<file path="config.mk">
export PLATFORM = sky130hd
export DESIGN_NAME = time_counter
export DESIGN_NICKNAME = d
export VERILOG_FILES = /design/src/rtl/time_counter_pkg.sv /design/src/rtl/bcd_mod_counter.sv /design/src/rtl/time_counter.sv
export SDC_FILE = /design/constraint.sdc
export NUM_CORES = 1
export LEC_CHECK = 0
export ABC_AREA = 1
export BUFFER_PORTS_ARGS = -buffer_cell sky130_fd_sc_hd__buf_4
export CORE_UTILIZATION = 59
export DETAILED_ROUTE_END_ITERATION = 10
export PLACE_DENSITY = 0.8
export SYNTH_ARGS = -nofsm -noshare
export SYNTH_HDL_FRONTEND = slang
export SYNTH_SLANG_ARGS = --single-unit
</file>
<file path="constraint.sdc">
create_clock -name clock -period 2.2 [get_ports clock]
set_input_delay 0.22 -clock clock [delete_from_list [all_inputs] [get_ports clock]]
set_output_delay 0.22 -clock clock [all_outputs]
set_load 0.02 [all_outputs]
</file>
<file path="src/rtl/time_counter_pkg.sv">
// Shared constants for the watch time-of-day path: BCD field positions in
// timer_data, digit limits and the run/set mode encoding.
package time_counter_pkg;

    localparam int DIGIT_W  = 4;
    localparam int FIELD_W  = 2 * DIGIT_W;
    localparam int SEC_LSB  = 0;
    localparam int MIN_LSB  = 8;
    localparam int HOUR_LSB = 16;
    localparam int TIME_W   = 24;
    localparam int PRE_W    = 26;

    localparam int SEC_TENS_MAX = 5;
    localparam int HOUR_MAX_24  = 23;
    localparam int HOUR_MAX_12  = 12;

    typedef enum logic {
        RUN = 1'b0,
        SET = 1'b1
    } state_t;

    function automatic logic [FIELD_W-1:0] to_bcd(input int n);
        logic [DIGIT_W-1:0] tens;
        logic [DIGIT_W-1:0] ones;
        tens = DIGIT_W'(n / 10);
        ones = DIGIT_W'(n % 10);
        return {tens, ones};
    endfunction

endpackage

</file>
<file path="src/rtl/bcd_mod_counter.sv">
// Two-digit BCD counter with configurable modulus. HOUR12 selects the
// 12, 01..11 clock-face sequence; carry_out marks the terminal increment.
module bcd_mod_counter
    import time_counter_pkg::*;
#(
    parameter int                 MODULUS = 60,
    parameter bit                 HOUR12  = 1'b0,
    parameter logic [FIELD_W-1:0] RST_VAL = '0
) (
    input  logic               clock,
    input  logic               reset,
    input  logic               i_inc,
    input  logic               i_clear,
    output logic [FIELD_W-1:0] o_value,
    output logic               o_carry
);

    // In 12-hour mode the carry (pm toggle) happens on 11 -> 12, while the
    // numeric wrap happens on 12 -> 01.
    localparam logic [FIELD_W-1:0] LAST  = to_bcd(MODULUS - 1);
    localparam logic [FIELD_W-1:0] TOP12 = to_bcd(MODULUS);

    logic [FIELD_W-1:0] r_value;
    logic [FIELD_W-1:0] w_next;

    always_comb begin
        w_next = r_value;
        if (HOUR12 && r_value == TOP12)
            w_next = to_bcd(1);
        else if (!HOUR12 && r_value == LAST)
            w_next = '0;
        else if (r_value[DIGIT_W-1:0] == 4'd9)
            w_next = {r_value[FIELD_W-1:DIGIT_W] + 4'd1, 4'd0};
        else
            w_next = {r_value[FIELD_W-1:DIGIT_W], r_value[DIGIT_W-1:0] + 4'd1};
    end

    always_ff @(posedge clock or posedge reset) begin
        if (reset)
            r_value <= RST_VAL;
        else if (i_clear)
            r_value <= RST_VAL;
        else if (i_inc)
            r_value <= w_next;
    end

    assign o_value = r_value;
    assign o_carry = i_inc && !i_clear && (r_value == LAST);

endmodule

</file>
<file path="src/rtl/time_counter.sv">
// Time-of-day counter: 1 Hz prescaler plus packed-BCD hh:mm:ss with a set mode.
// Define TIME_COUNTER_HOUR12_EN for the 12-hour clock with a pm output.
module time_counter
    import time_counter_pkg::*;
#(
    parameter int data_width = 23,
    parameter int second_cnt = 52428800
) (
    input  logic                clock,
    input  logic                reset,
    input  logic                set_mode,
    input  logic                inc_hour,
    input  logic                inc_minute,
    output logic [data_width:0] timer_data,
    output logic                second_pulse,
    output logic                day_pulse
`ifdef TIME_COUNTER_HOUR12_EN
    ,
    output logic                pm
`endif
);

`ifdef TIME_COUNTER_HOUR12_EN
    localparam int                 HOUR_MOD  = HOUR_MAX_12;
    localparam bit                 HOUR_12   = 1'b1;
    localparam logic [FIELD_W-1:0] HOUR_RST  = to_bcd(HOUR_MAX_12);
`else
    localparam int                 HOUR_MOD  = HOUR_MAX_24 + 1;
    localparam bit                 HOUR_12   = 1'b0;
    localparam logic [FIELD_W-1:0] HOUR_RST  = '0;
`endif
    localparam int               MS_MOD   = (SEC_TENS_MAX + 1) * 10;
    localparam logic [PRE_W-1:0] PRE_LAST = PRE_W'(second_cnt - 1);

    state_t             r_state;
    state_t             w_next_state;
    logic               w_run_en;
    logic               w_set_en;
    logic [PRE_W-1:0]   r_presc;
    logic               w_tick;
    logic               w_day;
    logic               r_second_pulse;
    logic               r_day_pulse;
    logic [FIELD_W-1:0] w_sec;
    logic [FIELD_W-1:0] w_min;
    logic [FIELD_W-1:0] w_hour;
    logic               w_sec_carry;
    logic               w_min_carry;
    logic               w_hour_carry;
    logic               w_min_inc;
    logic               w_hour_inc;
    logic [TIME_W-1:0]  w_packed;

    always_ff @(posedge clock or posedge reset) begin
        if (reset)
            r_state <= RUN;
        else
            r_state <= w_next_state;
    end

    // Mode enables follow set_mode in the same cycle so a mode change acts
    // on the very next edge.
    always_comb begin
        w_next_state = r_state;
        w_run_en     = 1'b0;
        w_set_en     = 1'b0;
        case (r_state)
            RUN: begin
                if (set_mode) begin
                    w_next_state = SET;
                    w_set_en     = 1'b1;
                end else begin
                    w_run_en     = 1'b1;
                end
            end
            SET: begin
                if (!set_mode) begin
                    w_next_state = RUN;
                    w_run_en     = 1'b1;
                end else begin
                    w_set_en     = 1'b1;
                end
            end
        endcase
    end

    assign w_tick = w_run_en && (r_presc == PRE_LAST);

    always_ff @(posedge clock or posedge reset) begin
        if (reset)
            r_presc <= '0;
        else if (!w_run_en || w_tick)
            r_presc <= '0;
        else
            r_presc <= r_presc + 1'b1;
    end

    // Minute rollover in set mode must not reach the hours.
    assign w_min_inc  = w_sec_carry | (w_set_en & inc_minute);
    assign w_hour_inc = (w_run_en & w_min_carry) | (w_set_en & inc_hour);

    bcd_mod_counter #(.MODULUS(MS_MOD), .HOUR12(1'b0), .RST_VAL('0)) u_sec (
        .clock   (clock),
        .reset   (reset),
        .i_inc   (w_tick),
        .i_clear (w_set_en),
        .o_value (w_sec),
        .o_carry (w_sec_carry)
    );

    bcd_mod_counter #(.MODULUS(MS_MOD), .HOUR12(1'b0), .RST_VAL('0)) u_min (
        .clock   (clock),
        .reset   (reset),
        .i_inc   (w_min_inc),
        .i_clear (1'b0),
        .o_value (w_min),
        .o_carry (w_min_carry)
    );

    bcd_mod_counter #(.MODULUS(HOUR_MOD), .HOUR12(HOUR_12), .RST_VAL(HOUR_RST)) u_hour (
        .clock   (clock),
        .reset   (reset),
        .i_inc   (w_hour_inc),
        .i_clear (1'b0),
        .o_value (w_hour),
        .o_carry (w_hour_carry)
    );

`ifdef TIME_COUNTER_HOUR12_EN
    logic r_pm;

    always_ff @(posedge clock or posedge reset) begin
        if (reset)
            r_pm <= 1'b0;
        else if (w_hour_carry)
            r_pm <= ~r_pm;
    end

    assign w_day = w_run_en & w_hour_carry & r_pm;
    assign pm    = r_pm;
`else
    assign w_day = w_run_en & w_hour_carry;
`endif

    always_ff @(posedge clock or posedge reset) begin
        if (reset) begin
            r_second_pulse <= 1'b0;
            r_day_pulse    <= 1'b0;
        end else begin
            r_second_pulse <= w_tick;
            r_day_pulse    <= w_day;
        end
    end

    always_comb begin
        w_packed                     = '0;
        w_packed[SEC_LSB  +: FIELD_W] = w_sec;
        w_packed[MIN_LSB  +: FIELD_W] = w_min;
        w_packed[HOUR_LSB +: FIELD_W] = w_hour;
    end

    assign timer_data   = (data_width + 1)'(w_packed);
    assign second_pulse = r_second_pulse;
    assign day_pulse    = r_day_pulse;

endmodule

</file>
==> impl_metrics.py <==
metrics = {
    "sta": {
        "fmax_ghz": 0.524,
        "worstMarginPinSlew_ns": 0.422,
        "slew_violations": 0,
        "grt_setup_unrepaired": "false",
        "setup_viol": 0,
        "hold_viol_final": 0,
        "finalCriticalPeriod_ns": 1.91,
        "slew_headroom_pct": 71.9,
        "finalClockSkew_ns": 0.00895,
        "finalCritPeriodShare_pct": 86.8,
        "holdWs_ns": 0.117,
        "setup-tns-final_ns": 0,
    },
    "critical_path": {
        "cp_max_fo": 12,
        "crit_path_max_incr_delay_ns": 0.43,
        "cp-end-kind": "register",
        "r2r_slack_ns": 0.29,
        "cp_slowest_cell": "dfrtp_1",
        "crit_type": "reg -> reg",
        "cp-start-kind": "register",
        "arrival_ns": 2.11,
        "ff2ff_path_depth": 11,
        "reg2reg_from": "u_sec.o_value[1]",
        "timing.rr.end": "u_min.o_value[4]",
        "crit_chain": "inv_1 -> ha_1 -> nand2_1 -> nor2_2 -> nand2_1 -> nor2_2 -> nand3_2 -> o21ai_2 -> nand2_1 -> nand2_1 -> nand2_1",
        "cp_common_cell": "nand2_1",
        "required_ns": 2.40,
    },
    "die": {
        "ios": 31,
        "coreArea_um2": 4850,
        "die_w_um": 74.1,
        "start_util_pct": 63.2,
        "die_h_um": 74.1,
        "rows": 25,
        "die-area_um2": 5490,
    },
    "cts": {
        "cts-root-buf": "clkbuf_8",
        "htree_levels": 2,
        "numCtsBuffers": 5,
        "post_cts_buffers": 0,
        "clk_path_buf_depth": 2,
        "cts_tree": "done",
        "insertion_delay_ns": 0.30,
        "path_clk_slew_ns": 0.09,
        "cts.sinks": 52,
    },
    "min_path": {
        "hold_depth": 2,
        "min_to": "second_pulse",
        "worstHoldPathType": "in -> reg",
        "holdCritStartpoint": "set_mode",
    },
    "synth": {
        "ys_seq_elements": 52,
        "yosysSeqAreaShare_pct": 42.4,
        "syn_area_um2": 3070,
        "avgSynthCellArea_um2": 8.17,
        "synth_async_sr_flop_share_pct": 100,
        "synthFlopType": "dfrtp_1",
        "ys_warn_count": 0,
        "synth_cell_types": 38,
        "synthCells": 375,
        "synth-edff-count": 0,
        "syn_nets": 393,
    },
    "cells_and_area": {
        "final_cell_mix": "nand2_1, dfrtp_1, nor2_1",
        "utilization_pct": 72.4,
        "drive_gt1_share_pct": 17.5,
        "layout_commonest_cell": "nand2_1",
        "nNetsFinal": 430,
        "final_cells": 479,
        "num_antenna_cells": 0,
        "areaGrowthSynthToFinish_pct": 14.5,
    },
    "run_status": {
        "status": "completed",
    },
    "grt": {
        "grt_usage_pct": 26.1,
        "grt_max_degree": 53,
        "grt_pass1_wl_um": 10900,
        "grt_pass1_vias": 2432,
        "grt_overflow": 0,
        "antenna_found_initial": 0,
    },
    "power_and_ir_drop": {
        "ir_drop_mv": 0.511,
        "p_total_w": 0.00236,
        "cellLeakagePower_nw": 1.73,
        "power_density_nw_per_um2": 671,
    },
    "flow_run": {
        "drv_cap": 0,
    },
    "detailed_routing": {
        "post-route-drc-count": 0,
        "drt-vias-per-instance": 5.32,
        "vias": 2549,
        "drtIter0Drc": 204,
        "first_pass_iters": 4,
        "drt-total-wl_um": 6190,
        "postRouteAntennaNets": 0,
        "wl_per_cell_um": 12.9,
    },
    "placement": {
        "finalWeightedCongestion": 0.932,
        "hpwl_um": 4620,
        "io_buffers": 30,
        "post-place-cells": 471,
    },
}
[synthesized netlist by cell type, types with 3 or more instances]
master | number | area [um^2]
xnor2_1 | 8 | 70.1
dfrtp_1 | 52 | 1300
nor2_4 | 5 | 56.3
inv_1 | 40 | 150
nand3_1 | 32 | 160
nand4_1 | 5 | 31.3
ha_1 | 13 | 163
nor3_1 | 13 | 65.1
nor2_1 | 51 | 191
o21ai_1 | 5 | 25.0
xor2_1 | 13 | 114
nor4_1 | 3 | 18.8
a21oi_1 | 9 | 45.0
nand2_1 | 77 | 289
nand2_2 | 8 | 50.1
o21ai_0 | 8 | 40.0
nor2_2 | 5 | 31.3
inv_2 | 3 | 11.3
[worst max-delay path, delay by kind of cell (launching register included)]
family / cells / cell delay (ns)
AO/OA/AOI/OAI: 1 / 0.19
adder cells (fa/ha/maj): 1 / 0.14
buffers and inverters: 1 / 0.09
flip-flops: 1 / 0.43
AND/OR/NAND/NOR: 8 / 0.96
[final cells by class]
class	count	area [um^2]
timing repair buffer	34	270
fill	371	1340
sequential	52	1300
tap	67	83.8
multi-input combinational	275	1560
clock inverter	2	60.1
inverter	44	165
clock buffer	5	68.8
[routing by layer]
metal / share of wire, % / vias to the layer above / global-route usage, %
met1: 45 / 1207 / 35.0
li1: - / 1274 / -
met3: 5.6 / 6 / 5.56
met5: 0 / - / 0
met4: 1.3 / 0 / 7.26
met2: 48 / 62 / 43.0
[report_power, final]
group / total [W] / leakage, nW / switching [W] / internal (W)
registers: 0.00112 / 0.712 / 0.0000947 / 0.00102
clock network: 0.000749 / 0.0642 / 0.000301 / 0.000448
logic: 0.000488 / 0.950 / 0.000287 / 0.000201
total: 0.00236 / 1.73 / 0.000683 / 0.00167
[worst max path at each step]
stage / start / to / slack (ns) / cells after the start
finish: u_sec.o_value[1] / u_min.o_value[4] / 0.29 / 11
CTS: r_presc[0] / u_min.o_value[7] / 0.27 / 10
detailed placement: u_sec.o_value[1] / u_min.o_value[4] / 0.30 / 11
global placement: u_sec.o_value[1] / u_min.o_value[5] / 0.38 / 11
floorplan: u_sec.o_value[1] / u_hour.o_value[4] / 0.55 / 11
global route: u_sec.o_value[1] / u_min.o_value[5] / 0.10 / 11
[state kept, by name (all words and copies together) (netlist names)]
signal / flops
u_min.o_value: 8
second_pulse: 1
r_presc: 26
u_sec.o_value: 8
u_hour.o_value: 8
day_pulse: 1
[per-stage QoR]
step	cell area (um^2)	setup slack, ns
2_1_floorplan	3070	0.554
6_report	3510	0.291
3_5_place_dp	3370	0.297
3_3_place_gp	3370	0.383
5_1_grt	3510	0.102
4_1_cts	3510	0.273
[what timing repair did]
| item | in CTS | in global routing |
|---|---|---|
| hold endpoints to repair | 52 | 0 |
| gates resized for setup | 0 | 0 |
| hold buffers | 1 | 0 |
[cell families (layout without fill, tap and decap cells)]
logic type                 Yosys count  after routing  synth area share (%)
AOI/OAI and AO/OA                   31             31                  6.08
adders and majority gates           13             13                  5.31
DFF                                 52             52                  42.4
and+or+nand+nor                    210            210                  33.6
xor gates and xnor gates            21             21                  6.00
buffers and inverters               48             85                  6.61
No activity file was read; power rests on OpenSTA's default activity.
